**src/rtl/pcie_tl_rx_mwr_axi_pkg.sv**
```systemverilog
// Shared header constants, AXI encodings and FSM state type for the PCIe RX
// memory-write to AXI bridge.
package pcie_tl_rx_mwr_axi_pkg;

  localparam logic [2:0] FMT_3DW_D      = 3'b010;
  localparam logic [2:0] FMT_4DW_D      = 3'b011;
  localparam logic [4:0] TYPE_MEM       = 5'b00000;

  localparam int         HDR_FMT_LSB    = 29;
  localparam int         HDR_TYPE_LSB   = 24;
  localparam int         HDR_LEN_W      = 10;
  localparam int         HDR_LBE_LSB    = 4;
  localparam int         HDR_FBE_LSB    = 0;

  localparam logic [1:0] AXI_RESP_OKAY  = 2'b00;
  localparam logic [2:0] AXI_SIZE_4B    = 3'b010;
  localparam logic [1:0] AXI_BURST_INCR = 2'b01;

  typedef enum logic [2:0] {
    RX_IDLE,
    RX_DEC,
    RX_AW,
    RX_W,
    RX_B,
    RX_RET
  } rx_state_e;

  // Posted data credits are 4-DW units, rounded up.
  function automatic logic [11:0] dw_to_credits(input logic [9:0] len);
    return ({2'b00, len} + 12'd3) >> 2;
  endfunction

endpackage

```
**src/rtl/pcie_tl_rx_mwr_axi_hdr_dec.sv**
```systemverilog
// Combinational decode of a registered TLP header into the fields the
// AXI replay needs, plus the MWr and length sanity checks.
module pcie_tl_rx_hdr_dec
  import pcie_tl_rx_mwr_axi_pkg::*;
#(
  parameter int MAX_PAYLOAD_DW = 4
) (
  input  logic [31:0] dw0_i,
  input  logic [31:0] dw1_i,
  input  logic [31:0] dw2_i,
  input  logic [31:0] dw3_i,
  output logic [31:0] addr_o,
  output logic [9:0]  len_o,
  output logic [3:0]  first_be_o,
  output logic [3:0]  last_be_o,
  output logic        is_mwr_o,
  output logic        malformed_o
);

  logic [2:0] fmt;
  logic [4:0] typ;
  logic       unused_hdr;

  assign fmt        = dw0_i[HDR_FMT_LSB +: 3];
  assign typ        = dw0_i[HDR_TYPE_LSB +: 5];
  assign len_o      = dw0_i[0 +: HDR_LEN_W];
  assign first_be_o = dw1_i[HDR_FBE_LSB +: 4];
  assign last_be_o  = dw1_i[HDR_LBE_LSB +: 4];

  // Byte lanes are carried by the BEs, so the burst address is DW aligned.
  assign addr_o = {(fmt == FMT_4DW_D) ? dw3_i[31:2] : dw2_i[31:2], 2'b00};

  assign is_mwr_o    = (typ == TYPE_MEM) && ((fmt == FMT_3DW_D) || (fmt == FMT_4DW_D));
  assign malformed_o = (len_o == 10'd0) || (len_o > 10'(MAX_PAYLOAD_DW));

  assign unused_hdr = ^{dw0_i[23:10], dw1_i[31:8], dw2_i[1:0], dw3_i[1:0]};

endmodule

```
**src/rtl/pcie_tl_rx_mwr_axi.sv**
```systemverilog
// PCIe RX transaction layer: replays one Memory Write TLP as a single AXI4 INCR
// burst, then returns posted credits. PCIE_TL_RX_STATS_EN adds event counters.
//
// state   | meaning
// IDLE    | ready for a TLP from the DLL
// DEC     | check registered header, drop unsupported/malformed
// AW      | present burst address until accepted
// W       | stream payload beats
// B       | wait for write response
// RET     | one-cycle posted credit return
module pcie_tl_rx_mwr_axi
  import pcie_tl_rx_mwr_axi_pkg::*;
#(
  parameter int MAX_PAYLOAD_DW = 4,
  parameter int TLP_W          = 128 + 32*MAX_PAYLOAD_DW,
  parameter int AXI_ID_W       = 4
) (
  input  logic                clk,
  input  logic                rst,
  input  logic                tlp_valid_i,
  input  logic [TLP_W-1:0]    tlp_i,
  output logic                tlp_ready_o,
  output logic [AXI_ID_W-1:0] awid_o,
  output logic [31:0]         awaddr_o,
  output logic [7:0]          awlen_o,
  output logic [2:0]          awsize_o,
  output logic [1:0]          awburst_o,
  output logic                awvalid_o,
  input  logic                awready_i,
  output logic [31:0]         wdata_o,
  output logic [3:0]          wstrb_o,
  output logic                wlast_o,
  output logic                wvalid_o,
  input  logic                wready_i,
  input  logic [AXI_ID_W-1:0] bid_i,
  input  logic [1:0]          bresp_i,
  input  logic                bvalid_i,
  output logic                bready_o,
  output logic                fc_valid_o,
  output logic [7:0]          fc_hdr_cr_o,
  output logic [11:0]         fc_data_cr_o,
  output logic                err_malformed_o,
  output logic                err_unsup_o,
`ifdef PCIE_TL_RX_STATS_EN
  output logic                err_slverr_o,
  output logic [31:0]         stat_tlp_cnt_o,
  output logic [15:0]         stat_drop_cnt_o,
  output logic [15:0]         stat_slverr_cnt_o
`else
  output logic                err_slverr_o
`endif
);

  localparam int IDX_W = (MAX_PAYLOAD_DW > 1) ? $clog2(MAX_PAYLOAD_DW) : 1;

  rx_state_e        state_q, state_d;
  logic [TLP_W-1:0] tlp_q, tlp_d;
  logic [IDX_W-1:0] beat_q, beat_d;
  logic             dropped_q, dropped_d;

  logic [31:0] hdr_addr;
  logic [9:0]  hdr_len;
  logic [3:0]  hdr_fbe, hdr_lbe;
  logic        hdr_is_mwr, hdr_malformed;
  logic [31:0] payload [MAX_PAYLOAD_DW];
  logic        last_beat;
  logic        unused_bid;

  pcie_tl_rx_hdr_dec #(.MAX_PAYLOAD_DW(MAX_PAYLOAD_DW)) u_hdr_dec (
    .dw0_i       (tlp_q[TLP_W-1  -: 32]),
    .dw1_i       (tlp_q[TLP_W-33 -: 32]),
    .dw2_i       (tlp_q[TLP_W-65 -: 32]),
    .dw3_i       (tlp_q[TLP_W-97 -: 32]),
    .addr_o      (hdr_addr),
    .len_o       (hdr_len),
    .first_be_o  (hdr_fbe),
    .last_be_o   (hdr_lbe),
    .is_mwr_o    (hdr_is_mwr),
    .malformed_o (hdr_malformed)
  );

  always_comb begin
    for (int k = 0; k < MAX_PAYLOAD_DW; k++) begin
      payload[k] = tlp_q[TLP_W-129-32*k -: 32];
    end
  end

  assign last_beat  = (10'(beat_q) == hdr_len - 10'd1);
  assign awid_o     = '0;
  assign awsize_o   = AXI_SIZE_4B;
  assign awburst_o  = AXI_BURST_INCR;
  assign unused_bid = ^bid_i;

  always_comb begin
    state_d         = state_q;
    tlp_d           = tlp_q;
    beat_d          = beat_q;
    dropped_d       = dropped_q;
    tlp_ready_o     = 1'b0;
    awvalid_o       = 1'b0;
    awaddr_o        = '0;
    awlen_o         = '0;
    wvalid_o        = 1'b0;
    wdata_o         = '0;
    wstrb_o         = '0;
    wlast_o         = 1'b0;
    bready_o        = 1'b0;
    fc_valid_o      = 1'b0;
    fc_hdr_cr_o     = '0;
    fc_data_cr_o    = '0;
    err_malformed_o = 1'b0;
    err_unsup_o     = 1'b0;
    err_slverr_o    = 1'b0;
    // Outputs stay quiet while reset is held, whatever state is being left.
    if (!rst) begin
      unique case (state_q)
        RX_IDLE: begin
          tlp_ready_o = 1'b1;
          if (tlp_valid_i) begin
            tlp_d   = tlp_i;
            state_d = RX_DEC;
          end
        end
        RX_DEC: begin
          dropped_d = 1'b1;
          if (!hdr_is_mwr) begin
            err_unsup_o = 1'b1;
            state_d     = RX_RET;
          end else if (hdr_malformed) begin
            err_malformed_o = 1'b1;
            state_d         = RX_RET;
          end else begin
            dropped_d = 1'b0;
            state_d   = RX_AW;
          end
        end
        RX_AW: begin
          awvalid_o = 1'b1;
          awaddr_o  = hdr_addr;
          awlen_o   = 8'(hdr_len - 10'd1);
          if (awready_i) begin
            beat_d  = '0;
            state_d = RX_W;
          end
        end
        RX_W: begin
          wvalid_o = 1'b1;
          wdata_o  = payload[beat_q];
          wlast_o  = last_beat;
          if (beat_q == '0)  wstrb_o = hdr_fbe;
          else if (last_beat) wstrb_o = hdr_lbe;
          else                wstrb_o = 4'hF;
          if (wready_i) begin
            if (last_beat) state_d = RX_B;
            else           beat_d  = beat_q + 1'b1;
          end
        end
        RX_B: begin
          bready_o = 1'b1;
          if (bvalid_i) begin
            err_slverr_o = (bresp_i != AXI_RESP_OKAY);
            state_d      = RX_RET;
          end
        end
        RX_RET: begin
          fc_valid_o   = 1'b1;
          fc_hdr_cr_o  = 8'd1;
          fc_data_cr_o = dropped_q ? 12'd0 : dw_to_credits(hdr_len);
          state_d      = RX_IDLE;
        end
        default: state_d = RX_IDLE;
      endcase
    end
  end

  always_ff @(posedge clk) begin
    if (rst) begin
      state_q   <= RX_IDLE;
      tlp_q     <= '0;
      beat_q    <= '0;
      dropped_q <= 1'b0;
    end else begin
      state_q   <= state_d;
      tlp_q     <= tlp_d;
      beat_q    <= beat_d;
      dropped_q <= dropped_d;
    end
  end

`ifdef PCIE_TL_RX_STATS_EN
  logic [31:0] tlp_cnt_q, tlp_cnt_d;
  logic [15:0] drop_cnt_q, drop_cnt_d;
  logic [15:0] slverr_cnt_q, slverr_cnt_d;

  // Saturating counters: they stick at all-ones rather than wrap.
  always_comb begin
    tlp_cnt_d    = tlp_cnt_q;
    drop_cnt_d   = drop_cnt_q;
    slverr_cnt_d = slverr_cnt_q;
    if (fc_valid_o && (tlp_cnt_q != '1))
      tlp_cnt_d = tlp_cnt_q + 32'd1;
    if ((err_unsup_o || err_malformed_o) && (drop_cnt_q != '1))
      drop_cnt_d = drop_cnt_q + 16'd1;
    if (err_slverr_o && (slverr_cnt_q != '1))
      slverr_cnt_d = slverr_cnt_q + 16'd1;
  end

  always_ff @(posedge clk) begin
    if (rst) begin
      tlp_cnt_q    <= '0;
      drop_cnt_q   <= '0;
      slverr_cnt_q <= '0;
    end else begin
      tlp_cnt_q    <= tlp_cnt_d;
      drop_cnt_q   <= drop_cnt_d;
      slverr_cnt_q <= slverr_cnt_d;
    end
  end

  assign stat_tlp_cnt_o    = tlp_cnt_q;
  assign stat_drop_cnt_o   = drop_cnt_q;
  assign stat_slverr_cnt_o = slverr_cnt_q;
`endif

endmodule

```
**config.mk**
```make
export PLATFORM = sky130hd
export DESIGN_NAME = pcie_tl_rx_mwr_axi
export DESIGN_NICKNAME = d
export VERILOG_FILES = /design/src/rtl/pcie_tl_rx_mwr_axi_pkg.sv /design/src/rtl/pcie_tl_rx_mwr_axi_hdr_dec.sv /design/src/rtl/pcie_tl_rx_mwr_axi.sv
export SDC_FILE = /design/constraint.sdc
export NUM_CORES = 1
export LEC_CHECK = 0
export BUFFER_PORTS_ARGS = -buffer_cell sky130_fd_sc_hd__clkbuf_2
export CORE_AREA = 2 2 149 151
export CTS_CLUSTER_DIAMETER = 30
export DETAILED_ROUTE_END_ITERATION = 12
export DIE_AREA = 0 0 151 153
export GPL_TIMING_DRIVEN = 1
export PLACE_DENSITY = 0.78
export SYNTH_ARGS = -nofsm -noshare
export SYNTH_HDL_FRONTEND = slang
export SYNTH_SLANG_ARGS = --single-unit
```
**constraint.sdc**
```tcl
create_clock -name clk -period 4.2 [get_ports clk]
set_input_delay 0.21 -clock clk [delete_from_list [all_inputs] [get_ports clk]]
set_output_delay 0.21 -clock clk [all_outputs]
set_load 0.005 [all_outputs]
```
-- Yosys cells after proc, flatten, opt, wreduce, memory -nomap -nowiden
Index checks and enable logic that the tools add are counted.
- bits in registers: 262
- output and inout bits: 114
- word-level logic and storage cells: 90
- $add $sub $neg: 3
- $lt $le $gt $ge: 2
- equal/unequal tests: 14
- multiplexer cells: 54
- bitwise gates (word level): 1
- reduce and logical (&&, ||, !) cells: 12
- operators with widths (operator ; number):
    2-to-1 mux 32 bit ; 6
    binary-select mux 32 bit (select 2 bit) ; 1
    2-to-1 mux 30 bit ; 1
    2-to-1 mux 9 bit ; 3
    2-to-1 mux 1 bit ; 25
    2-to-1 mux 3 bit ; 7
    2-to-1 mux 4 bit ; 4
    2-to-1 mux 8 bit ; 2
    one-hot mux 3 bit (5 select lines) ; 1
    == test 3 x 2 -> 1 bit, second input constant ; 4
    != test 2 bit, second input constant ; 6
    adder 10 x 2 -> 11 bit, second input constant ; 1
    == test 2 x 10 -> 1 bit ; 1
    > comparator 10 x 3 -> 1 bit, second input constant ; 1
    logical NOT 10 bit ; 1
    subtractor 10 x 1 -> 10 bit, second input constant ; 1
    == test 3 bit, second input constant ; 2
    2-to-1 mux 2 bit ; 3
    logical NOT 5 bit ; 1
    AND reduction 5 bit ; 1
    one-hot mux 2 bit (2 select lines) ; 1
    AND reduction 4 bit ; 1
    nonzero test 2 bit ; 2
    == test 3 x 1 -> 1 bit, second input constant ; 1
    other kinds (8) ; 9

-- Depth between registers and ports, before layout
Gate-level depths: netlist (run 1).
- depth after elaboration: 6
- gate-level depth with buffers: 8

-- By module
From an unflattened synthesis (run 1), not the netlist that was laid out.
- cells, all modules: 1460
- area total of the unflattened synthesis: 11634.9 um^2
- by module, submodules not included (module ; times used ; cells each ; area an instance (um^2)):
    pcie_tl_rx_mwr_axi ; 1 ; 1398 ; 11038.1
    pcie_tl_rx_hdr_dec ; 1 ; 62 ; 596.8

-- Worst setup path after synthesis (run 1)
Ideal clock, no wire load.
- path type: flip-flop to output port
- start point: reg beat_q[1]
- end point: out wstrb_o[0]
- arrival time: 1.868 ns
- data required time: 3.990 ns
- slack: 2.122 ns
- cell stages (with the launch flop): 7
- path buffers: 3
- cell sequence: dfxtp_1 clkbuf_1 buf_2 buf_2 inv_1 ha_1 o311a_1
- cells in the longest elaborated chain, start to end: 5
- elaborated cells on any way between the ends: 6
- RTL lines (what ; RTL line ; text):
    from (decl) ; pcie_tl_rx_mwr_axi.sv:58 ; logic [IDX_W-1:0] beat_q, beat_d;
    from (signal assigned) ; pcie_tl_rx_mwr_axi.sv:185 ; beat_q <= beat_d;
    == test 2 x 10 -> 1 bit ; pcie_tl_rx_mwr_axi.sv:88 ; assign last_beat = (10'(beat_q) == hdr_len - 10'd1);
    2-to-1 mux 4 bit ; pcie_tl_rx_mwr_axi.sv:151 ; else if (last_beat) wstrb_o = hdr_lbe;
    2-to-1 mux 4 bit (*) ; pcie_tl_rx_mwr_axi.sv:150 ; if (beat_q == '0) wstrb_o = hdr_fbe;
    2-to-1 mux 4 bit (*) ; pcie_tl_rx_mwr_axi.sv:116 ; unique case (state_q)
    2-to-1 mux 4 bit (*) ; pcie_tl_rx_mwr_axi.sv:115 ; if (!rst) begin
    to (decl) ; pcie_tl_rx_mwr_axi.sv:31 ; output logic [3:0] wstrb_o,
Mark *: on every way between the ends. The rest lies on a longest branch, timed or not.

-- Worst setup path in the final report (run 1)
- start point: reg state_q[0]
- end point: out wdata_o[2]
- cells in the longest elaborated chain, start to end: 3
- RTL lines (what ; RTL line ; text):
    from (decl) ; pcie_tl_rx_mwr_axi.sv:56 ; rx_state_e state_q, state_d;
    from (signal assigned) ; pcie_tl_rx_mwr_axi.sv:183 ; state_q <= state_d;
    == test 3 x 2 -> 1 bit ; pcie_tl_rx_mwr_axi.sv:116 ;
    2-to-1 mux 32 bit ; pcie_tl_rx_mwr_axi.sv:116 ;
    2-to-1 mux 32 bit ; pcie_tl_rx_mwr_axi.sv:115 ;
    to (decl) ; pcie_tl_rx_mwr_axi.sv:30 ; output logic [31:0] wdata_o,
Every way passes these cells.

==> flow_metrics.py, run 1 <==
metrics = {
    "clocking": {
        "numCtsBuffers": 49,
        "clkLatencyLatePin_ns": 0.53,
        "clk_pin_slew_ns": 0.05,
        "cts_tree": "done",
        "cts_max_level": 2,
        "postCtsSetupRepairBufs": 0,
        "root_buffer": "clkbuf_16",
        "clock_sinks": 220,
        "ctsLongestPathBuffers": 3,
    },
    "critical_path": {
        "reg2reg_setup_slack_ns": 1.58,
        "crit_path_end_kind": "primary output",
        "setup.worst_path.class": "reg2out",
        "crit_slowest_cell": "nor2_2",
        "crit_fanout": 23,
        "crit_chain": "nand2b_1, nor2_2, buf_4, and2_1, clkbuf_2",
        "crit_path_max_incr_delay_ns": 0.71,
        "required_ns": 3.99,
        "crit_arrival_ns": 2.86,
        "critPathLaunchType": "register",
    },
    "die": {
        "start_util_pct": 46.1,
        "core_um2": 21500,
        "num_rows": 54,
        "die-height_um": 153,
        "pin_count": 382,
        "die_area_um2": 23100,
        "chipWidth_um": 151,
    },
    "timing": {
        "fin_skew_ns": 0.0249,
        "slew_viol_final": 0,
        "fin_setup_tns_ns": 0,
        "finalHoldViolCount": 0,
        "fin_crit_sh_pct": 73.0,
        "max-slew-margin-rel_pct": 20.6,
        "final-setup-viol-count": 0,
        "rsz0062_at_grt": "false",
        "fin_crit_ns": 3.07,
        "fmax_ghz": 0.326,
        "worst_pin_slew_ns": 1.19,
    },
    "power_and_ir_drop": {
        "power.total_mw": 7.41,
        "leakage_nw": 6.45,
        "power_density_nw_per_um2": 484,
        "max-vdd-ir-drop_mv": 0.456,
    },
    "grt": {
        "track_usage_pct": 31.8,
        "grt_max_degree": 136,
        "grt_pass1_vias": 11800,
        "gr-total-overflow": 0,
        "grt_pass1_wl_mm": 58.9,
        "grt_antenna_before_repair": 2,
    },
    "place": {
        "port_buffers": 314,
        "hpwlAfterDp_mm": 19.4,
        "gp_congestion": 0.821,
    },
    "route": {
        "drt_iter0_drc": 732,
        "drt_pre_antenna_iters": 8,
        "wl_per_cell_um": 18.0,
        "drt_wl_total_mm": 37.6,
        "final_antenna_net_count": 0,
        "drc": 0,
        "vias_per_cell": 5.42,
        "vias": 11300,
    },
    "yosys": {
        "ys_types": 46,
        "synth_top_cell_by_area": "dfxtp_1",
        "ys.flop_type": "dfxtp_1",
        "synth_top_area_share_pct": 44.5,
        "yosys_warnings": 0,
        "netlist_instances": 1285,
        "yosysSeqAreaShare_pct": 44.5,
        "netlist_area_um2": 9910,
        "synth-edff-count": 0,
        "ys_ff_latch": 220,
        "yosys-top-cells-area": "dfxtp_1, nand2_1, a21oi_1, mux4_2, clkbuf_1",
        "async_flop_share_pct": 0,
        "syn_avg_cell_area_um2": 7.71,
    },
    "run_status": {
        "status": "finished, final reports clean",
    },
    "final_layout": {
        "drive_gt1_share_pct": 25.2,
        "syn_to_final_growth_pct": 54.7,
        "nets": 2037,
        "final_common_cell": "nand2_1",
        "final_cell_mix": "nand2_1, clkbuf_2, a21oi_1",
        "fin_util_pct": 71.3,
    },
    "hold_path": {
        "holdCritPathClass": "in2reg",
    },
    "run": {
        "max_cap_viol_count": 0,
    },
}
## sequential cells by signal (all words and copies together), names as in the netlist
name and flops:
tlp_q 214, state_q 3, beat_q 2, dropped_q 1
## repair_timing
item / in CTS / in global routing
endpoints found under the hold margin: 214 / 0
resized for setup: 0 / 0
hold buffers: 214 / 0
## critical path: cells and delay by family, from the launching register on
kind	cells	cell delay [ns]
and+or+nand+nor	3	1.15
DFF	1	0.62
buffers and inverters	2	0.56
## area by class of cell
class | instances | area [µm²]
repair buffers | 538 | 3820
well taps | 280 | 350
clock buffers | 65 | 1410
multi-input cells | 949 | 4960
inverters | 8 | 30.0
fillers | 1438 | 6170
diodes | 2 | 5.00
flip-flops and latches | 220 | 4410
clock inverters | 25 | 335
## through the flow
stage / instance area (µm²) / hold slack [ns] / worst slack, ns / instances
floorplan: 9980 / 0.346 / 2.12 / 1304
global placement: 11400 / 0.434 / 1.73 / 1781
detailed placement: 11400 / 0.438 / 1.68 / 1781
CTS: 15300 / 0.0246 / 1.09 / 2085
global route: 15300 / 0.0470 / 0.870 / 2087
finish: 15300 / 0.0471 / 1.13 / 2087
## cells by family (layout without fill, tap and decap cells)
logic type | count (synthesis) | in the layout | synth area share, %
xor+xnor | 15 | 15 | 1.33
compound gates | 274 | 274 | 14.8
simple gates | 602 | 602 | 25.1
buf+inv | 135 | 636 | 6.34
mux | 34 | 34 | 7.49
fa+ha+maj | 3 | 3 | 0.379
flops | 220 | 220 | 44.5
other cells | 2 | 23 | 0.0758
## cells in the mapped netlist (all sizes together) (2+ instances only)
cell type,n
xor2,7
conb,2
o21ai,4
ha,3
a21oi,248
xnor2,8
o31a,3
and3b,3
a311oi,2
clkbuf,77
o2111ai,2
dfxtp,220
nor2,32
and2,33
nand4,4
nand2b,7
buf,50
or4,2
mux4,32
o311ai,2
nand2,499
nor4,5
inv,8
or3,4
nand3,3
and3,4
o311a,5
nor3,3
a31oi,3
## metal layers
layer,global-route usage (%),routed length [µm]
met5,0,0
met4,17.7,1800
met3,8.87,3100
met2,56.8,19200
met1,33.2,13500
## report_power, final
| group | internal (mW) | total [mW] | switching [mW] |
|---|---|---|---|
| Combinational | 0.446 | 1.00 | 0.557 |
| Sequential | 2.28 | 2.41 | 0.131 |
| Clock | 2.77 | 3.99 | 1.23 |
| Total | 5.50 | 7.41 | 1.91 |
## final timing paths
path                                              start                      end  cells past startpoint
worst max register to register  state_q[0]$_SDFFE_PP0P_  tlp_q[112]$_SDFFE_PP0P_                      5
worst min register to register  tlp_q[254]$_SDFFE_PP0P_  tlp_q[254]$_SDFFE_PP0P_                      2
worst min-delay path                           wready_i  state_q[2]$_SDFFE_PP0P_                      3
worst max-delay path            state_q[0]$_SDFFE_PP0P_               wdata_o[2]                      5
No activity file was read; power rests on OpenSTA's default activity.
==> run 2, diff against run 1 <==
Settings changed: ABC_AREA from default to 1, CORE_AREA 2 2 149 151 to default, CORE_MARGIN from default to 1.5, CORE_UTILIZATION from default to 45, DIE_AREA 0 0 151 153 to default, PLACE_DENSITY 0.78 to 0.79.
Clock period 4.2 ns to 2.7 ns, I/O delays scaled along.
==> run 2 against run 1 <==
Sequential share of layout area decreased by 0.28 points. Register-to-register slack got worse by 0.90 ns. Clock skew decreased by 0.0071 ns. Sequential power increased by 87%. Via count increased by 11%. Flip-flop and latch count unchanged. Combinational power increased to 4.7 times the previous value. Design area increased by 0.99%. Die area decreased by 0.61%. Largest cell class unchanged. First-iteration DRC count increased by 61%. Clock-buffer cell count increased by 1. Clock power increased by 56%.
==> flow_metrics.py, run 2 <==
metrics = {
    "run_status": {
        "status": "finished, final reports clean",
    },
    "die": {
        "pin_count": 382,
        "num_rows": 54,
        "die-height_um": 152,
        "chipWidth_um": 152,
        "die_area_um2": 23000,
        "core_um2": 21800,
        "start_util_pct": 45.6,
    },
    "timing": {
        "fin_crit_sh_pct": 95.4,
        "max-slew-margin-rel_pct": 35.1,
        "final-setup-viol-count": 0,
        "fin_crit_ns": 2.58,
        "slew_viol_final": 0,
        "worst_pin_slew_ns": 0.974,
        "fmax_ghz": 0.388,
        "finalHoldViolCount": 0,
        "fin_setup_tns_ns": 0,
        "fin_skew_ns": 0.0179,
    },
    "critical_path": {
        "required_ns": 2.57,
        "setup.worst_path.class": "reg2out",
        "critPathBufInv": 4,
        "crit_path_max_incr_delay_ns": 0.37,
        "crit_family": "simple AND/OR/NAND/NOR gates",
        "crit_chain": "inv_1, ha_1, inv_1, nand2_1, nand2_1, nor2_1, nand3_1, nor2_2, nand3_4, o31ai_1, inv_1, clkbuf_2",
        "critPathLaunchType": "register",
        "crit_arrival_ns": 2.44,
        "crit_slowest_cell": "dfxtp_2",
        "crit_fanout": 6,
        "crit_path_end_kind": "primary output",
        "critPathMostFrequentCell": "inv_1",
    },
    "grt": {
        "grt_pass1_wl_mm": 60.7,
        "grt_antenna_before_repair": 1,
        "track_usage_pct": 33.5,
        "grt_pass1_vias": 12200,
        "grt_max_degree": 85,
        "gr-total-overflow": 0,
    },
    "final_layout": {
        "syn_to_final_growth_pct": 55.8,
        "fillers": 1578,
        "fin_area_um2": 15500,
        "largest_reg_flops": 214,
        "nets": 2149,
        "drive_gt1_share_pct": 23.1,
        "fin_util_pct": 71.1,
        "final_cell_mix": "a21oi_1, clkbuf_2, dfxtp_1",
        "reg_top3": "tlp_q: 214 flops, state_q: 3 flops, beat_q: 2 flops",
        "final_common_cell": "a21oi_1",
        "largest-register": "tlp_q",
    },
    "clocking": {
        "cts_tree": "done",
        "ctsLongestPathBuffers": 3,
        "clock_sinks": 220,
        "cts_max_level": 2,
        "numCtsBuffers": 50,
        "clkLatencyLatePin_ns": 0.53,
        "clk_pin_slew_ns": 0.05,
        "postCtsSetupRepairBufs": 0,
        "root_buffer": "clkbuf_16",
    },
    "yosys": {
        "yosys-top-cells-area": "dfxtp_1, a21oi_1, o21ai_0, nand3_1, nand2_1",
        "syn_avg_cell_area_um2": 7.11,
        "ys.flop_type": "dfxtp_1",
        "synth_top_cell_by_area": "dfxtp_1",
        "yosys_warnings": 0,
        "synth-edff-count": 0,
        "netlist_area_um2": 9930,
        "synth_most_common_cell": "a21oi_1",
        "netlist_instances": 1397,
        "ys_ff_latch": 220,
        "ys_top_cells_by_count": "a21oi_1, dfxtp_1, o21ai_0, nand2_1, inv_1",
        "yosysSeqAreaShare_pct": 44.4,
        "ys_types": 29,
        "async_flop_share_pct": 0,
        "synth_top_area_share_pct": 44.4,
    },
    "power_and_ir_drop": {
        "power_density_nw_per_um2": 998,
        "leakage_nw": 6.49,
        "max-vdd-ir-drop_mv": 0.654,
    },
    "route": {
        "final_antenna_net_count": 0,
        "vias_per_cell": 5.68,
        "drt_wl_total_mm": 40.2,
        "drt_pre_antenna_iters": 8,
        "vias": 12500,
        "drc": 0,
        "wl_per_cell_um": 18.3,
        "drt_iter0_drc": 1182,
    },
    "place": {
        "hpwlAfterDp_mm": 20.4,
        "dpl-instance-area_um2": 11500,
        "port_buffers": 314,
        "gp_congestion": 0.899,
    },
    "hold_path": {
        "holdCritPathClass": "in2reg",
    },
    "run": {
        "max_cap_viol_count": 0,
    },
}
## run 2: changes by cell type in the layout (fill, tap and decap cells not counted), sizes merged, moves of 8 or more
| cell | before | now |
|---|---|---|
| nor2 | 32 | 41 |
| o21ai | 4 | 213 |
| a21oi | 248 | 357 |
| nand3 | 3 | 117 |
| mux4 | 32 | 0 |
| nand2 | 499 | 140 |
| inv | 9 | 139 |
| xnor2 | 8 | 0 |
| buf | 11 | 21 |
| nor3 | 3 | 15 |
| and2 | 33 | 0 |
## run 2: power breakdown
group	switching (mW)	leakage [nW]	internal, mW
Combinational	3.16	3.85	1.53
Clock	1.93	0.839	4.30
Sequential	0.401	1.81	4.11
Total	5.49	6.49	9.95
## run 2: worst paths after layout
path	from	end	slack (ns)	cells after the start
setup / recovery	tlp_q[224]$_SDFFE_PP0P_	wstrb_o[1]	0.12	12
setup reg to reg	state_q[0]$_SDFFE_PP0P_	tlp_q[154]$_SDFFE_PP0P_	0.68	7
hold / removal	rst	tlp_q[5]$_SDFFE_PP0P_	0.05	2
hold reg to reg	tlp_q[94]$_SDFFE_PP0P_	tlp_q[94]$_SDFFE_PP0P_	0.45	2
## run 2: repair_timing
item,in CTS,in global routing
hold buffers,215,0
gates resized for setup,0,6
setup endpoints to repair,0,7
endpoints found under the hold margin,215,0
## run 2: stage by stage
step	std cells	setup slack (ns)	hold slack, ns	power (mW)
after global routing	2200	-0.00476	0.0370	16.2
after detailed placement	1891	0.595	0.396	8.63
final	2202	0.124	0.0504	15.4
after CTS	2199	0.0395	0.0185	15.1
after global placement	1891	0.663	0.390	8.51
after floorplan	1416	0.984	0.300	7.51
## run 2: logic make-up after synthesis
family,Yosys count,share of synthesized area (%)
and+or+nand+nor,319,14.2
adders and majority gates,3,0.378
DFF,220,44.4
AOI/OAI and AO/OA,577,29.3
buffers and inverters,276,11.7
other,2,0.0756
## run 2: cell type report
type	count	area, µm²	share of cell area (%)
Multi-Input combinational cell	920	4480	29.0
Sequential cell	220	4410	28.5
Timing Repair Buffer	548	3950	25.5
Clock buffer	66	1440	9.28
Inverter	138	518	3.35
Tap cell	280	350	2.26
Clock inverter	27	327	2.11
Antenna cell	3	7.51	0.0485
## run 2: per-layer routing
layer | up-vias | GRT usage [%] | part of all wire (%)
met5 | - | 0 | 0
met4 | 0 | 22.9 | 6.6
met3 | 270 | 9.88 | 10
met2 | 941 | 56.0 | 48
met1 | 5635 | 36.7 | 35
li1 | 5655 | - | -
